--- config.mk ---
export PLATFORM = sky130hd
export DESIGN_NAME = muldiv_seq_flat
export DESIGN_NICKNAME = d
export VERILOG_FILES = /design/src/rtl/muldiv_seq_if.sv /design/src/rtl/muldiv_seq.sv /design/src/flat_wrapper.sv
export SDC_FILE = /design/constraint.sdc
export NUM_CORES = 1
export LEC_CHECK = 0
export CORE_UTILIZATION = 45
export CTS_CLUSTER_SIZE = 24
export DETAILED_ROUTE_END_ITERATION = 7
export PLACE_DENSITY = 0.73
export SLEW_MARGIN = 20
export SYNTH_ARGS = -nofsm -noshare
export SYNTH_HDL_FRONTEND = slang
export SYNTH_SLANG_ARGS = --single-unit
--- constraint.sdc ---
create_clock -name CLK -period 4.4 [get_ports CLK]
set_input_delay 1.32 -clock CLK [delete_from_list [all_inputs] [get_ports CLK]]
set_output_delay 1.32 -clock CLK [all_outputs]
set_load 0.005 [all_outputs]
--- src/rtl/muldiv_seq_if.sv ---
`default_nettype none
// ============================================================================
//  Module      : muldiv_seq_if (with cpu_types_pkg)
//  Description : ALU op encoding and the request/result/ALU bundle of muldiv_seq.
//  Revision    : 1.0 - initial release
// ============================================================================
package cpu_types_pkg;
  typedef enum logic [3:0] {
    ALU_SLL  = 4'd0,
    ALU_SRL  = 4'd1,
    ALU_ADD  = 4'd2,
    ALU_SUB  = 4'd3,
    ALU_AND  = 4'd4,
    ALU_OR   = 4'd5,
    ALU_XOR  = 4'd6,
    ALU_NOR  = 4'd7,
    ALU_SLT  = 4'd8,
    ALU_SLTU = 4'd9
  } aluop_t;
endpackage

interface muldiv_seq_if;
  import cpu_types_pkg::*;

  logic        start;
  logic [1:0]  op;
  logic [31:0] opA;
  logic [31:0] opB;
  logic        kill;
  logic        busy;
  logic        done;
  logic        div0;
  logic [31:0] hi;
  logic [31:0] lo;
  aluop_t      alu_aluop;
  logic [31:0] alu_portA;
  logic [31:0] alu_portB;
  logic [31:0] alu_outputPort;

  // master: pipeline plus the shared ALU; slave: the sequencer
  modport master (
    output start, op, opA, opB, kill, alu_outputPort,
    input  busy, done, div0, hi, lo, alu_aluop, alu_portA, alu_portB
  );
  modport slave (
    input  start, op, opA, opB, kill, alu_outputPort,
    output busy, done, div0, hi, lo, alu_aluop, alu_portA, alu_portB
  );
endinterface
`default_nettype wire

--- src/rtl/muldiv_seq.sv ---
`default_nettype none
// ============================================================================
//  Module      : muldiv_seq
//  Description : Multi-cycle shift-add multiply / restoring divide on a shared
//                ALU port. Signed ops enabled by defining SIGNED_MULDIV_EN.
//  Revision    : 1.0 - initial release
// ============================================================================
module muldiv_seq
  import cpu_types_pkg::*;
#(
  parameter int          WORD_W    = 32,
  parameter logic [31:0] DIV0_QUOT = 32'hFFFF_FFFF
) (
  input logic         CLK,
  input logic         nRST,
  muldiv_seq_if.slave bus
);

`ifdef SIGNED_MULDIV_EN
  localparam bit SGN_EN = 1'b1;
`else
  localparam bit SGN_EN = 1'b0;
`endif
  localparam int               CNT_W    = $clog2(WORD_W);
  localparam logic [CNT_W-1:0] CNT_INIT = CNT_W'(WORD_W - 1);

  typedef enum logic [2:0] {
    S_IDLE  = 3'd0,
    S_PRE1  = 3'd1,
    S_PRE2  = 3'd2,
    S_RUN   = 3'd3,
    S_POST1 = 3'd4,
    S_POST2 = 3'd5,
    S_DONE  = 3'd6
  } state_t;

  state_t           r_state, w_state_nxt;
  logic [31:0]      r_acc, r_q, r_m, r_hi, r_lo;
  logic [31:0]      w_acc_nxt, w_q_nxt, w_m_nxt;
  logic [CNT_W-1:0] r_cnt, w_cnt_nxt;
  logic             r_is_div, r_sgn, r_sa, r_sb, r_div0;
  aluop_t           w_aluop;
  logic [31:0]      w_pa, w_pb, w_s, w_rs, w_mul_b;
  logic             w_req_div, w_req_sgn, w_accept, w_c, w_borrow, w_ok, w_neg_lo;

  assign w_s       = bus.alu_outputPort;
  assign w_req_div = bus.op[0];
  assign w_req_sgn = SGN_EN & bus.op[1];
  assign w_accept  = (r_state == S_IDLE) & bus.start & ~bus.kill;
  assign w_neg_lo  = r_sa ^ r_sb;

  // Multiply step: carry out of P_hi + (P_lo[0] ? M : 0)
  assign w_mul_b = r_q[0] ? r_m : 32'd0;
  assign w_c     = (r_acc[31] & w_mul_b[31]) | ((r_acc[31] | w_mul_b[31]) & ~w_s[31]);

  // Divide step: 33-bit partial remainder {r_acc[31], w_rs} minus divisor
  assign w_rs     = {r_acc[30:0], r_q[31]};
  assign w_borrow = (~w_rs[31] & r_m[31]) | ((~w_rs[31] | r_m[31]) & w_s[31]);
  assign w_ok     = r_acc[31] | ~w_borrow;

  // ALU drive depends on registered state only, so the external ALU never loops back
  always_comb begin
    w_aluop = ALU_ADD;
    w_pa    = 32'd0;
    w_pb    = 32'd0;
    case (r_state)
      S_PRE1: begin
        w_aluop = ALU_SUB;
        w_pb    = r_is_div ? r_q : r_m;
      end
      S_PRE2: begin
        w_aluop = ALU_SUB;
        w_pb    = r_is_div ? r_m : r_q;
      end
      S_RUN: begin
        if (r_is_div) begin
          w_aluop = ALU_SUB;
          w_pa    = w_rs;
          w_pb    = r_m;
        end else begin
          w_pa = r_acc;
          w_pb = w_mul_b;
        end
      end
      S_POST1: begin
        w_aluop = ALU_SUB;
        w_pb    = r_q;
      end
      S_POST2: begin
        if (r_is_div) begin
          w_aluop = ALU_SUB;
          w_pb    = r_acc;
        end else begin
          w_pa = ~r_acc;
          w_pb = {31'd0, r_q == 32'd0};
        end
      end
      default: ;
    endcase
  end

  always_comb begin
    w_state_nxt = r_state;
    w_acc_nxt   = r_acc;
    w_q_nxt     = r_q;
    w_m_nxt     = r_m;
    w_cnt_nxt   = r_cnt;
    case (r_state)
      S_IDLE: begin
        if (w_accept) begin
          w_cnt_nxt = CNT_INIT;
          w_acc_nxt = 32'd0;
          w_q_nxt   = w_req_div ? bus.opA : bus.opB;
          w_m_nxt   = w_req_div ? bus.opB : bus.opA;
          if (w_req_div && bus.opB == 32'd0) begin
            w_state_nxt = S_DONE;
            w_acc_nxt   = bus.opA;
            w_q_nxt     = DIV0_QUOT;
          end else begin
            w_state_nxt = w_req_sgn ? S_PRE1 : S_RUN;
          end
        end
      end
      S_PRE1: begin
        if (r_sa) begin
          if (r_is_div) w_q_nxt = w_s;
          else          w_m_nxt = w_s;
        end
        w_state_nxt = S_PRE2;
      end
      S_PRE2: begin
        if (r_sb) begin
          if (r_is_div) w_m_nxt = w_s;
          else          w_q_nxt = w_s;
        end
        w_state_nxt = S_RUN;
      end
      S_RUN: begin
        if (r_is_div) begin
          w_acc_nxt = w_ok ? w_s : w_rs;
          w_q_nxt   = {r_q[30:0], w_ok};
        end else begin
          w_acc_nxt = {w_c, w_s[31:1]};
          w_q_nxt   = {w_s[0], r_q[31:1]};
        end
        w_cnt_nxt = r_cnt - CNT_W'(1);
        if (r_cnt == '0) w_state_nxt = r_sgn ? S_POST1 : S_DONE;
      end
      S_POST1: begin
        if (w_neg_lo) w_q_nxt = w_s;
        w_state_nxt = S_POST2;
      end
      S_POST2: begin
        if (r_is_div ? r_sa : w_neg_lo) w_acc_nxt = w_s;
        w_state_nxt = S_DONE;
      end
      S_DONE:  w_state_nxt = S_IDLE;
      default: w_state_nxt = S_IDLE;
    endcase
    // A flush arriving in DONE loses to the completing result
    if (bus.kill && r_state != S_IDLE && r_state != S_DONE) w_state_nxt = S_IDLE;
  end

  always_ff @(posedge CLK or negedge nRST) begin
    if (!nRST) begin
      r_state  <= S_IDLE;
      r_acc    <= 32'd0;
      r_q      <= 32'd0;
      r_m      <= 32'd0;
      r_cnt    <= '0;
      r_is_div <= 1'b0;
      r_sgn    <= 1'b0;
      r_sa     <= 1'b0;
      r_sb     <= 1'b0;
      r_hi     <= 32'd0;
      r_lo     <= 32'd0;
      r_div0   <= 1'b0;
    end else begin
      r_state <= w_state_nxt;
      r_acc   <= w_acc_nxt;
      r_q     <= w_q_nxt;
      r_m     <= w_m_nxt;
      r_cnt   <= w_cnt_nxt;
      if (w_accept) begin
        r_is_div <= w_req_div;
        r_sgn    <= w_req_sgn;
        r_sa     <= w_req_sgn & bus.opA[31];
        r_sb     <= w_req_sgn & bus.opB[31];
      end
      // Results publish on the edge entering DONE so they are valid with done
      if (w_state_nxt == S_DONE) begin
        r_hi <= w_acc_nxt;
        r_lo <= w_q_nxt;
        if (r_state == S_IDLE) r_div0 <= 1'b1;
        else if (r_is_div)     r_div0 <= 1'b0;
      end
    end
  end

  assign bus.busy      = (r_state != S_IDLE);
  assign bus.done      = (r_state == S_DONE);
  assign bus.div0      = r_div0;
  assign bus.hi        = r_hi;
  assign bus.lo        = r_lo;
  assign bus.alu_aluop = w_aluop;
  assign bus.alu_portA = w_pa;
  assign bus.alu_portB = w_pb;

endmodule
`default_nettype wire

--- src/flat_wrapper.sv ---
// flat-port wrapper written by rule: the top's interface ports become plain ports
module muldiv_seq_flat import cpu_types_pkg::*;
#(
  parameter int          WORD_W    = 32,
  parameter logic [31:0] DIV0_QUOT = 32'hFFFF_FFFF
)
  (CLK, nRST, bus_start, bus_op, bus_opA, bus_opB, bus_kill, bus_alu_outputPort, bus_busy, bus_done, bus_div0, bus_hi, bus_lo, bus_alu_aluop, bus_alu_portA, bus_alu_portB);
  muldiv_seq_if bus_i ();
  input logic CLK;
  input logic nRST;
  input wire logic [$bits(bus_i.start)-1:0] bus_start;
  input wire logic [$bits(bus_i.op)-1:0] bus_op;
  input wire logic [$bits(bus_i.opA)-1:0] bus_opA;
  input wire logic [$bits(bus_i.opB)-1:0] bus_opB;
  input wire logic [$bits(bus_i.kill)-1:0] bus_kill;
  input wire logic [$bits(bus_i.alu_outputPort)-1:0] bus_alu_outputPort;
  output wire logic [$bits(bus_i.busy)-1:0] bus_busy;
  output wire logic [$bits(bus_i.done)-1:0] bus_done;
  output wire logic [$bits(bus_i.div0)-1:0] bus_div0;
  output wire logic [$bits(bus_i.hi)-1:0] bus_hi;
  output wire logic [$bits(bus_i.lo)-1:0] bus_lo;
  output wire logic [$bits(bus_i.alu_aluop)-1:0] bus_alu_aluop;
  output wire logic [$bits(bus_i.alu_portA)-1:0] bus_alu_portA;
  output wire logic [$bits(bus_i.alu_portB)-1:0] bus_alu_portB;
  assign bus_i.start = bus_start;
  assign bus_i.op = bus_op;
  assign bus_i.opA = bus_opA;
  assign bus_i.opB = bus_opB;
  assign bus_i.kill = bus_kill;
  assign bus_i.alu_outputPort = bus_alu_outputPort;
  assign bus_busy = bus_i.busy;
  assign bus_done = bus_i.done;
  assign bus_div0 = bus_i.div0;
  assign bus_hi = bus_i.hi;
  assign bus_lo = bus_i.lo;
  assign bus_alu_aluop = bus_i.alu_aluop;
  assign bus_alu_portA = bus_i.alu_portA;
  assign bus_alu_portB = bus_i.alu_portB;
  muldiv_seq #(.WORD_W(WORD_W), .DIV0_QUOT(DIV0_QUOT)) u_core (.CLK(CLK), .nRST(nRST), .bus(bus_i));
endmodule
==> impl_results.md <==
* Vias in the first global route at slightly above 10,000
* Status: completed
* Clk pin slew, worst setup/hold paths at approximately 0.070 ns
* Slew HR at 0.234
* Internal power at roughly 3600 uW
* Ys flop type: dfrtp_1
* Total core area at roughly 24,000 um2
* Sequential Power Share at 0.406
* Layout cell share with drive strength beyond 1 at 0.0979
* Postcts setup bufs at 0
* Skew final at ~0.007 ns
* Nets at roughly 1,600
* PortBufs at roughly 230
* Vias per std cell at 6.20
* Diodes inserted at 0
* Area delta synth->final at 28.5%
* Starting density of the core at 0.460
* HP Class: register to register
* GRT Overall Usage at 0.308
* Reg2reg setup slack at approximately 1.2 ns
* Crit path capture type: primary output
* Die W at ~160 um
* Number of clock sinks at between 150 and 200
* Fin cells at around 1,800
* Cell taking the most area after synthesis: dfrtp_1
* TritonCTS clock tree: built
* Core Util, Final at 0.591
* Largest net degree at the start of global routing at 99
* Unrepaired setup endpoints after global routing: no
* Setup TNS at 0 ns
* Commonest non-fill, non-tap cells in the layout: clkdlybuf4s50_1 (230), dfrtp_1 (169), nand2_1 (152), a21oi_1 (130), o21ai_0 (87)
* Die Footprint at 25,700 um2
* Combinational power share at 0.327
* Grt ovf at 0
* CTS root buffer: clkbuf_16
* Antenna Nets Post-Route at 0
* Kind of critical path: register to primary output
* Synth Area per Inst at ~8.6 um2
* CP startpoint kind: register
* Static Leak at around 0.006 uW
* DRT iter0 DRCs at between 1,000 and 1,500
* First-pass GRT wire length at just over 60,000 um
* DRT Pass-1 Iters at 8
* Cell Pwr Density at around 400 nW/um2
* Max clock buf depth at 2
* Final Max Slew Viols at 0
* Max Cap Viol at 0
* Antenna violations before repair at 0
* I/O Pins at ~240
* Sw frac at 0.378
* Post-synthesis cell type count at 55
* Ranking of synthesized cells by area: dfrtp_1 (38%), mux2i_1 (6.3%), mux2_2 (6.3%), a21oi_1 (5.8%), nand2_1 (5.1%)
* Synth Warn # at 0
* Post-Syn Area at 11,300 um2
* Clock share of power at 0.267
* Hold Fails Final Rpt at 0
* Ys async rst share at 1.00
* DP Wirelength at 27,600 um
* Hold Buf Count CTS at 0
* Worst-path fanout max at 5
* Routed wire length per instance at around 22 um
* Via count at around 11,000
* Overall power at 5800 uW
* H-tree depth at 4
* GPL Wtd Cong at approximately 0.9
* Post-synthesis sequential area ratio at 0.378
* Yosys top cell area share at 0.378
* Crit share post-route at 0.975
* FP Rows at 57
* Die height at between 150 and 200 um
* Fmax at around 230 MHz
* Final worst slack at 0.110 ns
* Skew-Pair Late Insertion Delay at 0.43 ns
* VDD IR max at between 200 and 300 uV
* Fillers at between 2,000 and 2,500
* Dpl cells at 1,773
* DRC viols at 0
* WP data required at about 3.1 ns
* EDFF count, synth at 0
* WP data arrival at between 2 and 3 ns
* Final Setup Violations at 0
* Switching power at 2190 uW
* Synthesized instance count at between 1,000 and 1,500
* Post-CTS sizing at 0
* Most common cell after layout, fill and taps aside: clkdlybuf4s50_1
* Tightest Pin Transition at approximately 1.1 ns
* Yosys reg bits at 170
* Setup Slack @ Placement at approximately 0.34 ns
* Num CTS Buffers at 17
* Minimum clock period at roughly 4.3 ns
* Detailed Route WL at roughly 39,000 um
[layer usage]
| layer | GRT usage | vias up | part of all wire |
|---|---|---|---|
| li1 | - | 5104 | - |
| met1 | 0.444 | 5382 | 0.43 |
| met2 | 0.446 | 625 | 0.43 |
| met3 | 0.0787 | 79 | 0.10 |
| met4 | 0.103 | 0 | 0.031 |
| met5 | 0 | - | 0 |
[path summary, 6_finish.rpt]
kind,depth (start not counted),from,to
worst max-delay path,6,u_core.r_q[15],bus_alu_portB[0]
worst min-delay path,1,u_core.r_cnt[4],u_core.r_cnt[4]
worst max register to register,6,u_core.r_state[2],u_core.bus.lo[29]
worst min register to register,1,u_core.r_cnt[4],u_core.r_cnt[4]
max in group asynchronous,2,nRST,u_core.bus.hi[9]
min in group asynchronous,1,nRST,u_core.bus.hi[14]
[power by group through the flow]
stage               Combinational [uW]  Clock [uW]  Sequential, uW
floorplan                         1230           0            2140
global placement                  1820           0            2330
detailed placement                1860           0            2350
CTS                               1880        1570            2320
global route                      2080        1640            2390
finish                            1900        1550            2350
[final cells by class]
cell class,instances,area (um2),area share
Inverter,52,195,0.0135
Sequential cell,170,4260,0.294
Clock inverter,12,139,0.00960
Clock buffer,20,457,0.0316
Multi-Input combinational cell,959,6270,0.433
Timing Repair Buffer,268,2740,0.190
Tap cell,324,405,0.0280
[synth_stat cells, types with 13 or more instances]
library cell,instances
dfrtp_1,170
nor2_1,49
nand2b_1,47
nand3_1,34
nand2_1,153
o22a_1,13
nor4_1,14
a221oi_1,15
a21oi_1,131
a22oi_1,33
mux2i_1,71
buf_2,24
a211o_1,17
o221ai_1,32
mux2_2,63
nor2b_1,31
o22ai_1,17
and2_0,30
o211ai_1,34
o21ai_0,87
inv_1,51
clkbuf_1,83
a32oi_1,15
a221o_1,30
[state kept, by name (all words and copies together) (netlist names)]
signal and count:
u_core.r_m 32, u_core.bus.div0 1, u_core.r_is_div 1, u_core.bus.lo 32
u_core.r_q 32, u_core.bus.hi 32, u_core.r_cnt 5, u_core.r_state 3
u_core.r_acc 32
[critical path: stages, from the launching register on]
cell	delay [ns]
dfrtp_1	0.43
nor4_1	0.55
nand4_1	0.26
nor3_1	0.29
a21oi_1	0.07
o221ai_1	0.34
clkdlybuf4s50_1	0.59
[cell families (layout without fill, tap and decap cells)]
group | count (synthesis) | count (layout) | synth area share
mux | 135 | 135 | 0.127
flops | 170 | 170 | 0.378
compound gates | 433 | 433 | 0.256
simple gates | 384 | 384 | 0.168
fa+ha+maj | 2 | 2 | 0.00222
xor+xnor | 2 | 2 | 0.00156
other cells | 2 | 3 | 0.000667
buf+inv | 178 | 352 | 0.0670
[through the flow]
| step | hold slack, ns | cell area [um2] |
|---|---|---|
| 3_5_place_dp | 0.477 | 13900 |
| 6_report | 0.507 | 14500 |
| 3_3_place_gp | 0.481 | 13900 |
| 2_1_floorplan | 0.466 | 11300 |
| 4_1_cts | 0.506 | 14500 |
| 5_1_grt | 0.524 | 14500 |
(Power assumes the default switching activity.)
